$ cat src/rtl/pipe_pkg.sv
// pipe_pkg: shared defaults and the stage record (valid + payload) for elastic_pipeline.
package pipe_pkg;
    localparam int DEFAULT_WIDTH = 32;
    localparam int DEFAULT_DEPTH = 5;
    typedef struct packed {
        logic                     valid;
        logic [DEFAULT_WIDTH-1:0] data;
    } stage_t;
endpackage

$ cat src/rtl/pipe_stage.sv
// pipe_stage: one valid/data register; ports clk, reset, load (take d), drop (clear valid), d, q.
module pipe_stage
    import pipe_pkg::*;
#(
    parameter type rec_t = stage_t
) (
    input  logic clk,
    input  logic reset,
    input  logic load,
    input  logic drop,
    input  rec_t d,
    output rec_t q
);
    rec_t q_q, q_d;
    always_comb begin
        q_d = load ? d : rec_t'{valid: q_q.valid & ~drop, data: q_q.data};
    end
    always_ff @(posedge clk) begin
        if (reset) q_q <= '0;
        else q_q <= q_d;
    end
    assign q = q_q;
endmodule

$ cat src/rtl/elastic_pipeline.sv
// elastic_pipeline: DEPTH-stage valid/ready pipeline with per-stage flush and registered occupancy.
// Ports: clk, reset, in_valid/in_ready/in_data, out_valid/out_ready/out_data, flush_mask, occupancy.
module elastic_pipeline
    import pipe_pkg::*;
#(
    parameter int WIDTH = DEFAULT_WIDTH,
    parameter int DEPTH = DEFAULT_DEPTH,
    parameter int CNTW  = $clog2(DEPTH + 1)
) (
    input  logic             clk,
    input  logic             reset,
    input  logic             in_valid,
    output logic             in_ready,
    input  logic [WIDTH-1:0] in_data,
    output logic             out_valid,
    input  logic             out_ready,
    output logic [WIDTH-1:0] out_data,
    input  logic [DEPTH-1:0] flush_mask,
    output logic [CNTW-1:0]  occupancy
);
    typedef struct packed {
        logic             valid;
        logic [WIDTH-1:0] data;
    } rec_t;
    logic [DEPTH-1:0] valid, nv;
    logic [WIDTH-1:0] data [DEPTH];
    logic [CNTW-1:0]  occ_q, occ_d;
    for (genvar g = 0; g < DEPTH; g++) begin : g_st
        logic adv, free, load;
        logic [WIDTH-1:0] src;
        rec_t q;
        // Ready chain runs combinationally from the output back to stage 0.
        if (g == DEPTH - 1) begin : g_last
            assign adv = valid[g] & ~flush_mask[g] & out_ready;
        end else begin : g_mid
            assign adv = valid[g] & ~flush_mask[g] & g_st[g+1].free;
        end
        if (g == 0) begin : g_first
            assign load = in_valid & in_ready;
            assign src  = in_data;
        end else begin : g_next
            assign load = g_st[g-1].adv;
            assign src  = data[g-1];
        end
        assign free = ~valid[g] | flush_mask[g] | adv;
        // Next-cycle valid, used only for the occupancy count.
        assign nv[g] = load | (valid[g] & ~flush_mask[g] & ~adv);
        pipe_stage #(.rec_t(rec_t)) u_stage (
            .clk  (clk),
            .reset(reset),
            .load (load),
            .drop (flush_mask[g] | adv),
            .d    (rec_t'{valid: 1'b1, data: src}),
            .q    (q)
        );
        assign valid[g] = q.valid;
        assign data[g]  = q.data;
    end
    assign in_ready  = g_st[0].free & ~reset;
    assign out_valid = valid[DEPTH-1] & ~flush_mask[DEPTH-1];
    assign out_data  = data[DEPTH-1];
    always_comb begin
        occ_d = '0;
        for (int i = 0; i < DEPTH; i++) occ_d = occ_d + CNTW'(nv[i]);
    end
    always_ff @(posedge clk) begin
        if (reset) occ_q <= '0;
        else occ_q <= occ_d;
    end
    assign occupancy = occ_q;
endmodule

$ cat config.mk
export PLATFORM = sky130hd
export DESIGN_NAME = elastic_pipeline
export DESIGN_NICKNAME = d
export VERILOG_FILES = /design/src/rtl/pipe_pkg.sv /design/src/rtl/pipe_stage.sv /design/src/rtl/elastic_pipeline.sv
export SDC_FILE = /design/constraint.sdc
export NUM_CORES = 1
export LEC_CHECK = 0
export CAP_MARGIN = 30
export CORE_AREA = 2 2 187 97
export DETAILED_ROUTE_END_ITERATION = 8
export DIE_AREA = 0 0 189 99
export HOLD_SLACK_MARGIN = 0.15
export PLACE_DENSITY = 0.68
export SLEW_MARGIN = 20
export SYNTH_ARGS = -nofsm -noshare
export SYNTH_HDL_FRONTEND = slang
export SYNTH_SLANG_ARGS = --single-unit
$ cat constraint.sdc
create_clock -name clk -period 2.81 [get_ports clk]
set_input_delay 0.281 -clock clk [delete_from_list [all_inputs] [get_ports clk]]
set_output_delay 0.281 -clock clk [all_outputs]
set_load 0.01 [all_outputs]
== Word-level counts from Yosys, hierarchy flattened ==
Cells that the tools add are included.

* Bits of input ports: 41
* Output and inout port bits: 37
* Bits in registers: 168

* Mux-type cells: 5
* $add $sub $neg: 4
* Bitwise logic cells: 63

{| class="wikitable"
|+ Operators by type and width
! kind !! number
|-
| $mux W33 || 5
|-
| $and A1 B1 Y1 || 22
|-
| $not A1 Y1 || 21
|-
| $or A1 B1 Y1 || 20
|-
| $add A3 B1 Y3 || 2
|-
| $add A2 B1 Y3 || 1
|-
| $add A1 B1 Y2 || 1
|}

== Logic depth before layout (Yosys ltp) ==
* Depth in word-level cells: 19
* Gate-level depth with buffers: 9
* Gate-level depth less buffers: 7

== Modules after synthesis ==
Synthesis repeated with hierarchy kept, for this count alone.

* Cell total of the unflattened synthesis: 579
* Area, all modules: 6,160.9 µm²

{| class="wikitable"
|+ Modules (own cells, without submodules)
! module !! instances !! seq. area each (µm²) !! area each (µm²) !! cells each
|-
| pipe_stage || 5 || 660.6 || 1,168.6 || 108
|-
| elastic_pipeline || 1 || 60.1 || 317.8 || 39
|}

== Least setup slack after synthesis ==
Ideal clock, no wire load.

* Path kind: reg-to-reg
* Start: register g_st[4].u_stage.q_q, in the netlist g_st[4].u_stage.q[32]
* End: register occ_q[1], in the netlist occupancy[1]
* Setup time: 128 ps
* Arrival time: 2,438 ps
* Cell stages (with the launch flop): 10
* Slack: 244 ps
* Required time: 2,682 ps
* Path through: dfxtp_1 -> nor3b_1 -> buf_2 -> and3_1 -> clkbuf_1 -> or2_2 -> fa_1 -> fa_1 -> ha_1 -> nor2b_1

* Word-level cells in the longest chain between the ends: 18
* Elaborated cells on any way between the ends: 34
* Classes of those cells: add/sub (4); bitwise (30)

{| class="wikitable"
|+ RTL lines
! item !! RTL line !! source
|-
| start, declared || pipe_stage.sv:14 || <nowiki>rec_t q_q, q_d;</nowiki>
|-
| start signal, assigned || pipe_stage.sv:20 || <nowiki>else q_q <= q_d;</nowiki>
|-
| $and A1 B1 Y1 or $not A1 Y1 (tied branches) || elastic_pipeline.sv:34, elastic_pipeline.sv:47, elastic_pipeline.sv:45 ||
|-
| $and A1 B1 Y1 or $or A1 B1 Y1 (tied branches) || elastic_pipeline.sv:34, elastic_pipeline.sv:45 ||
|-
| $or A1 B1 Y1 || elastic_pipeline.sv:45 || <nowiki>assign free = ~valid[g] | flush_mask[g] | adv;</nowiki>
|-
| $and A1 B1 Y1 || elastic_pipeline.sv:36 || <nowiki>assign adv = valid[g] & ~flush_mask[g] & g_st[g+1].free;</nowiki>
|-
| $or A1 B1 Y1 || elastic_pipeline.sv:45 ||
|-
| $and A1 B1 Y1 || elastic_pipeline.sv:36 ||
|-
| $or A1 B1 Y1 || elastic_pipeline.sv:45 ||
|-
| $and A1 B1 Y1 || elastic_pipeline.sv:36 ||
|-
| [... 3 more ...] || - ||
|-
| $and A1 B1 Y1 || elastic_pipeline.sv:59 || <nowiki>assign in_ready = g_st[0].free & ~reset;</nowiki>
|-
| $and A1 B1 Y1 || elastic_pipeline.sv:39 || <nowiki>assign load = in_valid & in_ready;</nowiki>
|-
| $or A1 B1 Y1 || elastic_pipeline.sv:47 || <nowiki>assign nv[g] = load | (valid[g] & ~flush_mask[g] & ~adv);</nowiki>
|-
| $add A1 B1 Y2 || elastic_pipeline.sv:64 || <nowiki>for (int i = 0; i < DEPTH; i++) occ_d = occ_d + CNTW'(nv[i]);</nowiki>
|-
| $add A2 B1 Y3 || elastic_pipeline.sv:64 ||
|-
| $add A3 B1 Y3 || elastic_pipeline.sv:64 ||
|-
| $add A3 B1 Y3 * || elastic_pipeline.sv:64 ||
|-
| named net occ_d[1] || elastic_pipeline.sv:27 || <nowiki>logic [CNTW-1:0] occ_q, occ_d;</nowiki>
|-
| end signal, assigned || elastic_pipeline.sv:67 || <nowiki>if (reset) occ_q <= '0;</nowiki>
|-
| end signal, assigned || elastic_pipeline.sv:68 || <nowiki>else occ_q <= occ_d;</nowiki>
|-
| end, declared || elastic_pipeline.sv:27 ||
|}

The timed path passes the listed nets; every way through them passes the cells marked *.
A chain may end at the register's enable or synchronous reset.

== Final worst setup path ==
* Start: register g_st[1].u_stage.q_q, in the netlist g_st[1].u_stage.q[32]
* End: output port in_ready

* Word-level cells in the longest chain between the ends: 6
* Elaborated cells on any way between the ends: 8
* Classes of those cells: bitwise (8)

{| class="wikitable"
|+ RTL lines
! item !! RTL line !! source
|-
| start, declared || pipe_stage.sv:14 ||
|-
| start signal, assigned || pipe_stage.sv:20 ||
|-
| $and A1 B1 Y1 or $not A1 Y1 (tied branches) || elastic_pipeline.sv:36, elastic_pipeline.sv:45 ||
|-
| $and A1 B1 Y1 or $or A1 B1 Y1 (tied branches) || elastic_pipeline.sv:36, elastic_pipeline.sv:45 ||
|-
| $or A1 B1 Y1 * || elastic_pipeline.sv:45 ||
|-
| $and A1 B1 Y1 * || elastic_pipeline.sv:36 ||
|-
| $or A1 B1 Y1 * || elastic_pipeline.sv:45 ||
|-
| $and A1 B1 Y1 * || elastic_pipeline.sv:59 ||
|-
| end, declared || elastic_pipeline.sv:13 || <nowiki>output logic in_ready,</nowiki>
|}

Every way passes the cells marked *; elsewhere a longest branch is shown, timed or not.

==> metrics <==
maximum fanout along the worst path 33; slowest CP cell clkdlybuf4s50_1; clock buffer depth 2; Die Y 99 um; clock network power share 44.9%; number of synthesized flops with an enable pin 0; # setup viols final 0; Placed Cells 920; gr usage total 15.9%; DRT Pass-1 Iters 4; Area Overhead vs Synth 20.0%; biggest area consumer among synthesized cells dfxtp_1; CTS HTree Levels 4; critical path type register to output pin; FF-to-FF path depth 8; CTS Sinks 168; initial antenna violation count 0; Worst Path Arrival 2380 ps; crit end category output pin; top cells by area, synth dfxtp_1 50%, mux2i_1 14%, nand2b_1 12%; Slew Limit Headroom 38.9%; r2r setup slk 280 ps; worst vdd ir 0.430 mV; worst hold slack 436 ps; Synthesis Warnings 0; WL per Instance 14.8 um; Cell variety after synth 30; post-CTS sizing 0; asr flop ratio synth 0%; Synth Cell Area 6710 um2; Total Wirelength 14100 um; full die area 18700 um2; Port Buffers 77; reg-to-reg endpoint occupancy[1]; fin nets 749; synth cell count leaders 168 x dfxtp_1, 132 x nand2b_1, 96 x mux2i_1; Non-Filler Instances 951; io pins 78; worst clock skew 10.9 ps; crit-path cells nor4bb_1, buf_4, and3_1, buf_4, nor2_1, clkdlybuf4s50_1; slowest stage delay, CP 510 ps; status completed; Vias/cell 4.81; Worst-Margin Slew 916 ps; # Max-Cap Violations 0; synthesized net count 722; worst path bufs/invs 3; Main synth FF type dfxtp_1; vias in the first global route 4681; antenna-violating nets left 0; Final min period 2660 ps; type of origin of the critical path register; routability cong. 0.796; CTS buffer count 17; critical path depth in cells 6; worst-skew pair later-pin latency 410 ps; Max Slew Vio Count 0; RSZ-0062 raised after global routing no; Yosys reg bits 168; Tot Pwr 4.86 mW; clk root buf clkbuf_16; CTS tree built; via count 4572; switching portion of total power 21.4%; most used cell, CP buf_4; clock slew at reported path FFs 70 ps; Critical path destination in_ready; FMAX 376 MHz; first-pass GRT wire length 23600 um; Core Rows 34; Post-CTS Hold Fix Bufs 0; delay-heaviest family, CP buffers and inverters; Critical Path Start g_st[1].u_stage.q[32]; Sequential Power Share 50.1%; share of layout cells above drive strength 1 8.51%; postcts setup bufs 0; starting density of the core 39.3%; switching power 1.04 mW; most frequent cell after synthesis dfxtp_1; detailed placement HPWL 9350 um; Leak Pwr 3.36 nW; post-synthesis sequential area ratio 50.1%; crit share post-route 94.6%; critical path data required time 2530 ps; gr ovfl total 0; Syn Inst Count 678; Antenna Cells 0; Reg2Reg Launch Point g_st[1].u_stage.q[32]; Internal Pwr Total 3.82 mW; Fin. Hold Viols 0; core area 17100 um2; die width 189 um; Mean Syn Cell Area 9.89 um2; combinational share of power 5.0%; HP Class primary input to register; Initial DRC Count 248; DRC Markers 0; pwr dens 604 nW/um2; top cell type's share of synthesized area 50.1%; largest net degree at the start of global routing 118
[power by group through the flow]
stage	registers, mW	clock network, mW	logic [mW]
floorplan	2.49	0	0.146
global placement	2.49	0	0.241
detailed placement	2.49	0	0.247
CTS	2.44	2.23	0.248
global route	2.44	2.33	0.266
finish	2.44	2.18	0.245
[per-stage QoR]
step / area, um2 / setup TNS, ps / setup slack (ps) / util, %
3_5_place_dp: 7490 / -365 / -209 / 43.9
6_report: 8050 / 0 / 152 / 47.2
3_3_place_gp: 7490 / -224 / -153 / 43.9
2_1_floorplan: 6710 / 0 / 244 / -
4_1_cts: 8050 / 0 / 118 / 47.2
5_1_grt: 8050 / 0 / 13.3 / 47.2
[tightest hold or removal path: cells and delay by family]
family                 cells  cell delay (ps)
AND/OR/NAND/NOR            1               60
AO/OA/AOI/OAI              1               70
buffers and inverters      1              400
[worst min-delay path by stage]
stage | start | end | depth (start not counted)
after global placement | g_st[3].u_stage.q[16] | g_st[4].u_stage.q[16] | 2
after global routing | in_data[30] | g_st[0].u_stage.q[30] | 3
after floorplan | in_valid | g_st[0].u_stage.q[32] | 2
after detailed placement | g_st[3].u_stage.q[10] | g_st[4].u_stage.q[10] | 2
after CTS | in_data[17] | g_st[0].u_stage.q[17] | 3
final | in_data[10] | g_st[0].u_stage.q[10] | 3
[flip-flops by register name, summed over array words and instances, names as in the netlist]
register        count
g_st.u_stage.q    165
occupancy           3
[final cells by class]
class / instances / area, um2
Clock buffer: 21 / 460
Sequential cell: 168 / 3360
Tap cell: 234 / 293
Timing Repair Buffer: 96 / 948
Multi-Input combinational cell: 422 / 2890
Clock inverter: 10 / 96.3
Fill cell: 1589 / 9010
[kinds of logic (layout without fill, tap and decap cells)]
family	Yosys count	after routing	share of synthesized area [%]
simple gates	218	218	18.6
flops	168	168	50.1
compound gates	105	105	9.07
mux	96	96	14.3
buf+inv	88	127	7.09
fa+ha+maj	3	3	0.784
[routing by layer]
layer	share of wire [%]	vias to the layer above	wire, um	GRT usage, %
li1	-	2348	-	-
met1	52	2134	7360	22.4
met2	42	80	5980	23.8
met3	4.7	10	660	3.99
met4	0.78	0	110	4.93
met5	0	-	0	0
[layout by cell type (no fill, tap or decap), drive strengths merged, types with 2 or more instances in the layout]
master	count
a21oi	35
nor2b	8
nand2b	132
o22ai	32
mux2i	96
nor2	2
clkinv	4
nand2	36
o21ai	34
clkinvlp	4
clkbuf	21
nand3	33
clkdlybuf4s50	76
buf	20
fa	2
dfxtp	168
(Power assumes the default switching activity.)
